File: src/rtl/pc_pkg.sv
// Shared definitions for the PC sequencer: redirect kinds and the fetch step size.
package pc_pkg;

    typedef enum logic [1:0] {
        KIND_BRANCH = 2'd0,
        KIND_JUMP   = 2'd1,
        KIND_CALL   = 2'd2,
        KIND_RETURN = 2'd3
    } redirect_kind_e;

    localparam int PC_STEP = 4;

endpackage

File: src/rtl/pc_ras.sv
// Return-address stack: circular buffer in which a push onto a full stack overwrites the oldest entry.
module pc_ras #(
    parameter int ADDR_W = 8,
    parameter int DEPTH  = 4
) (
    input  logic              clock,
    input  logic              reset,
    input  logic              push,
    input  logic              pop,
    input  logic [ADDR_W-1:0] din,
    output logic [ADDR_W-1:0] dout,
    output logic              empty
);

    localparam int PTR_W = $clog2(DEPTH);
    localparam int CNT_W = PTR_W + 1;

    logic [ADDR_W-1:0] mem [DEPTH];
    logic [PTR_W-1:0]  ptr_reg;
    logic [CNT_W-1:0]  cnt_reg;
    logic [PTR_W-1:0]  top_idx;

    // ptr_reg points at the next free slot; the top of stack sits just below it.
    assign top_idx = ptr_reg - PTR_W'(1);
    assign dout    = mem[top_idx];
    assign empty   = (cnt_reg == '0);

    always_ff @(posedge clock) begin
        if (push) begin
            mem[ptr_reg] <= din;
        end
    end

    always_ff @(posedge clock) begin
        if (reset) begin
            ptr_reg <= '0;
            cnt_reg <= '0;
        end else if (push) begin
            ptr_reg <= ptr_reg + PTR_W'(1);
            if (cnt_reg != CNT_W'(DEPTH)) begin
                cnt_reg <= cnt_reg + CNT_W'(1);
            end
        end else if (pop && !empty) begin
            ptr_reg <= top_idx;
            cnt_reg <= cnt_reg - CNT_W'(1);
        end
    end

endmodule

File: src/rtl/pc_sequencer.sv
// Fetch address sequencer with redirects, stall and sticky misalignment fault.
// Define PC_SEQUENCER_RAS_EN to compile in the return-address stack for call/return.
module pc_sequencer
    import pc_pkg::*;
#(
    parameter int ADDR_W    = 8,
    parameter int RESET_VEC = 0,
    parameter int RAS_DEPTH = 4
) (
    input  logic              clock,
    input  logic              reset,
    input  logic              stall,
    input  logic              redirect_valid,
    input  logic [1:0]        redirect_kind,
    input  logic [ADDR_W-1:0] redirect_target,
    output logic [ADDR_W-1:0] address,
    output logic              address_valid,
    output logic              fault,
    output logic [ADDR_W-1:0] fault_addr
);

    logic [ADDR_W-1:0] address_reg, address_next;
    logic              valid_reg, valid_next;
    logic              fault_reg, fault_next;
    logic [ADDR_W-1:0] fault_addr_reg, fault_addr_next;
    logic [ADDR_W-1:0] seq_addr;
    logic [ADDR_W-1:0] sel_addr;
    logic              misaligned;

    assign seq_addr   = address_reg + ADDR_W'(PC_STEP);
    assign misaligned = |sel_addr[1:0];

`ifdef PC_SEQUENCER_RAS_EN
    redirect_kind_e    kind;
    logic              ras_push, ras_pop, ras_empty;
    logic [ADDR_W-1:0] ras_dout;
    logic              accept;

    assign kind   = redirect_kind_e'(redirect_kind);
    assign accept = redirect_valid && !fault_reg && !reset && !misaligned;
    // Call pushes the address after itself; return only pops when something is there.
    assign ras_push = accept && (kind == KIND_CALL);
    assign ras_pop  = accept && (kind == KIND_RETURN) && !ras_empty;

    always_comb begin
        sel_addr = redirect_target;
        if (kind == KIND_RETURN && !ras_empty) begin
            sel_addr = ras_dout;
        end
    end

    pc_ras #(
        .ADDR_W (ADDR_W),
        .DEPTH  (RAS_DEPTH)
    ) u_ras (
        .clock (clock),
        .reset (reset),
        .push  (ras_push),
        .pop   (ras_pop),
        .din   (seq_addr),
        .dout  (ras_dout),
        .empty (ras_empty)
    );
`else
    // Every redirect kind behaves as a jump; kind and stack depth are intentionally unused.
    logic unused_cfg;
    assign unused_cfg = ^redirect_kind ^ (RAS_DEPTH != 0);
    assign sel_addr   = redirect_target;
`endif

    always_comb begin
        address_next    = address_reg;
        valid_next      = valid_reg;
        fault_next      = fault_reg;
        fault_addr_next = fault_addr_reg;
        if (fault_reg) begin
            valid_next = 1'b0;
        end else if (redirect_valid) begin
            if (misaligned) begin
                fault_next      = 1'b1;
                fault_addr_next = sel_addr;
                valid_next      = 1'b0;
            end else begin
                address_next = sel_addr;
                valid_next   = 1'b1;
            end
        end else if (stall) begin
            valid_next = 1'b1;
        end else begin
            address_next = seq_addr;
            valid_next   = 1'b1;
        end
    end

    always_ff @(posedge clock) begin
        if (reset) begin
            address_reg    <= ADDR_W'(RESET_VEC);
            valid_reg      <= 1'b0;
            fault_reg      <= 1'b0;
            fault_addr_reg <= '0;
        end else begin
            address_reg    <= address_next;
            valid_reg      <= valid_next;
            fault_reg      <= fault_next;
            fault_addr_reg <= fault_addr_next;
        end
    end

    assign address       = address_reg;
    assign address_valid = valid_reg;
    assign fault         = fault_reg;
    assign fault_addr    = fault_addr_reg;

endmodule

File: config.mk
export PLATFORM = sky130hd
export DESIGN_NAME = pc_sequencer
export DESIGN_NICKNAME = d
export VERILOG_FILES = /design/src/rtl/pc_pkg.sv /design/src/rtl/pc_ras.sv /design/src/rtl/pc_sequencer.sv
export SDC_FILE = /design/constraint.sdc
export NUM_CORES = 1
export LEC_CHECK = 0
export CELL_PAD_IN_SITES_DETAIL_PLACEMENT = 0
export CELL_PAD_IN_SITES_GLOBAL_PLACEMENT = 1
export CORE_MARGIN = 1
export CORE_UTILIZATION = 31
export DETAILED_ROUTE_END_ITERATION = 8
export GPL_TIMING_DRIVEN = 0
export PLACE_DENSITY = 0.87
export SYNTH_ARGS = -nofsm -noshare
export SYNTH_HDL_FRONTEND = slang
export SYNTH_SLANG_ARGS = --single-unit
export TNS_END_PERCENT = 30
File: constraint.sdc
create_clock -name clock -period 2.1 [get_ports clock]
set_input_delay 0.315 -clock clock [delete_from_list [all_inputs] [get_ports clock]]
set_output_delay 0.315 -clock clock [all_outputs]
set_load 0.03 [all_outputs]
==> results of run 1 <==
synthesized netlist by cell type, drive strengths merged (2+ instances only):
library cell | number | share of area
a21oi | 11 | 0.062
and2 | 2 | 0.014
buf | 3 | 0.025
clkbuf | 4 | 0.017
dfxtp | 18 | 0.41
inv | 2 | 0.0084
mux2i | 2 | 0.023
nand2 | 8 | 0.034
nand3 | 9 | 0.051
nor2 | 4 | 0.017
nor2b | 2 | 0.014
nor3 | 2 | 0.011
nor4b | 3 | 0.037
o21ai | 9 | 0.051
or4b | 2 | 0.027
metrics by stage:
stage | power (mW) | cell area (um^2) | util | hold WS, ns | setup WS [ns]
finish | 0.7914 | 1245 | 0.4554 | 0.4441 | 0.3029
global route | 0.8286 | 1245 | 0.4554 | 0.4989 | 0.1779
CTS | 0.7982 | 1245 | 0.4554 | 0.4344 | 0.2855
detailed placement | 0.5772 | 1209 | 0.4421 | 0.4523 | 0.02733
global placement | 0.5751 | 1209 | 0.4421 | 0.4426 | 0.03360
floorplan | 0.4950 | 889.6 | - | 0.4510 | 0.3000
worst paths after layout:
check	end	from	slack [ns]	depth (start not counted)
hold / removal	fault_addr[4]	reset	0.44	2
setup reg to reg	address[4]	address[2]	0.37	4
setup / recovery	address[4]	address[4]	0.30	1
hold reg to reg	fault_addr[4]	fault_addr[4]	0.48	2
power by group:
group          leakage [nW]  switching (mW)  total (mW)  internal, mW
Clock                0.0210           0.116       0.222         0.106
Sequential            0.147          0.0167       0.379         0.362
Combinational         0.274           0.107       0.191        0.0839
cell families (layout without fill, tap and decap cells):
logic type,Yosys count,after routing,share of synthesized area
compound gates,31,31,0.2349
fa+ha+maj,1,1,0.01406
buf+inv,9,41,0.05063
flops,18,18,0.4051
mux,2,2,0.02250
simple gates,41,41,0.2729
per-layer routing:
layer | track usage | wire length [um]
met5 | 0 | 0
met4 | 0.03214 | 15
met3 | 0.05349 | 131
met2 | 0.2375 | 1040
met1 | 0.2091 | 1063
area by class of cell:
| cell class | count | area share |
|---|---|---|
| buffer | 7 | 0.03015 |
| multi-input combinational | 75 | 0.3889 |
| timing repair buffer | 28 | 0.2251 |
| tap | 31 | 0.03116 |
| sequential | 18 | 0.2894 |
| clock buffer | 4 | 0.02915 |
| inverter | 2 | 0.006030 |
==> impl_metrics.csv, run 1 <==
group,metric,value,unit
timing,final_max_slew_viol_count,0,
global_routing,antenna_found_initial,0,
clocking,cts_buffers,3,
critical_path,worstPathMaxFanout,8,
global_routing,grt_usage,0.1541,
critical_path,crit_type,"reg -> out",
global_routing,grt_max_degree,11,
die,start_util,0.3254,
cells_and_area,seq_area,360.3,um^2
die,die_w,55.57,um
critical_path,path_buf_inv,1,
clocking,ctsHoldBuffers,0,
placement,place.gp.congestion,0.8344,
synthesis,synth_area,889.6,um^2
cells_and_area,layout-drive-gt1-share,0.07463,
timing,rsz0062_at_grt,"no",
synthesis,ys_types,40,
synthesis,synthArstFlopShare,0,
timing,tightestPinTransition,0.5295,ns
synthesis,ys.flop_type,"dfxtp_1",
placement,dpl.hpwl,1662,um
cells_and_area,fill_cells,286,
die,dieHeight,55.57,um
power_and_ir_drop,ir_worst_vdd,373.8,uV
detailed_routing,wire_per_inst,13.64,um
placement,place_inst,161,
placement,portBuffers,28,
cells_and_area,diodes,0,
critical_path,cp_top_family,"buffers and inverters",
critical_path,cpMaxStageDelayCell,"clkdlybuf4s50_1",
cells_and_area,multi_input_area,484.2,um^2
synthesis,syn_avg_cell_area,8.722,um^2
cells_and_area,final_cell_mix,"28 x clkdlybuf4s50_1, 18 x dfxtp_1, 11 x a21oi_1, 9 x nand3_1, 9 x o21ai_0",
timing,finalCritPeriodShare,0.8558,
critical_path,crit_required,1.78,ns
clocking,postCtsResizedCells,0,
cells_and_area,layout.cells.non_filler,165,
power_and_ir_drop,pwr_density_cell,635.7,nW/um^2
timing,fmax,0.5565,GHz
cells_and_area,layout_commonest_cell,"clkdlybuf4s50_1",
timing,fin_skew,0.001292,ns
cells_and_area,syn_to_final_growth,39.94,%
detailed_routing,drtAntennaViolNets,0,
critical_path,startpoint_type,"flop",
detailed_routing,drt-total-wl,2250,um
detailed_routing,first_pass_iters,4,
clocking,h-tree-depth,1,
die,num_rows,19,
clocking,clk_pin_slew,0.11,ns
synthesis,seq_area_frac_synth,0.4051,
critical_path,worstPathCellList,"clkdlybuf4s50_1",
detailed_routing,dr.first_iter.drc_count,16,
global_routing,grt_pass1_vias,823,
synthesis,ys_ff_latch,18,
timing,fin_crit,1.797,ns
clocking,post-cts-setup-buffer-count,0,
critical_path,crit_arrival,1.48,ns
die,die_area,3088,um^2
clocking,clk-insertion-delay-late,0.30,ns
power_and_ir_drop,leakage,0.4427,nW
clocking,clockBufferDepth,2,
timing,fin_tns_setup,0,ns
synthesis,syn-num-nets,117,
cells_and_area,final_nets,150,
run_status,status,"finished clean",
clocking,clockRootBuffer,"clkbuf_4",
detailed_routing,vias,893,
timing,setup_violations,0,
die,ios,32,
detailed_routing,viasPerCell,5.412,
synthesis,yosysWarningCount,0,
clocking,cts_num_sinks,18,
die,core_area,2734,um^2
detailed_routing,drcViolationCount,0,
critical_path,end_kind,"output port",
timing,final-hold-violation-count,0,
critical_path,slowest_delay,0.72,ns
job,drv_cap,0,
timing,slew_headroom,0.6461,
min_path,hold_path_class,"in -> reg",
synthesis,synth_edf_count,0,
global_routing,grt_pass1_wl,3746,um
global_routing,overflow,0,
synthesis,syn_inst,102,
clocking,cts_tree,"built",
Power figures use the tool's default switching activity.
==> run 2: changes to the inputs <==
--- a/config.mk
+++ b/config.mk
@@ -7,7 +7,6 @@
 export LEC_CHECK = 0
 export CELL_PAD_IN_SITES_DETAIL_PLACEMENT = 0
 export CELL_PAD_IN_SITES_GLOBAL_PLACEMENT = 1
-export CORE_MARGIN = 1
 export CORE_UTILIZATION = 31
 export DETAILED_ROUTE_END_ITERATION = 8
 export GPL_TIMING_DRIVEN = 0
==> results of run 2 <==
Same layout as run 1: the final DEF is identical, and so are final timing and power.
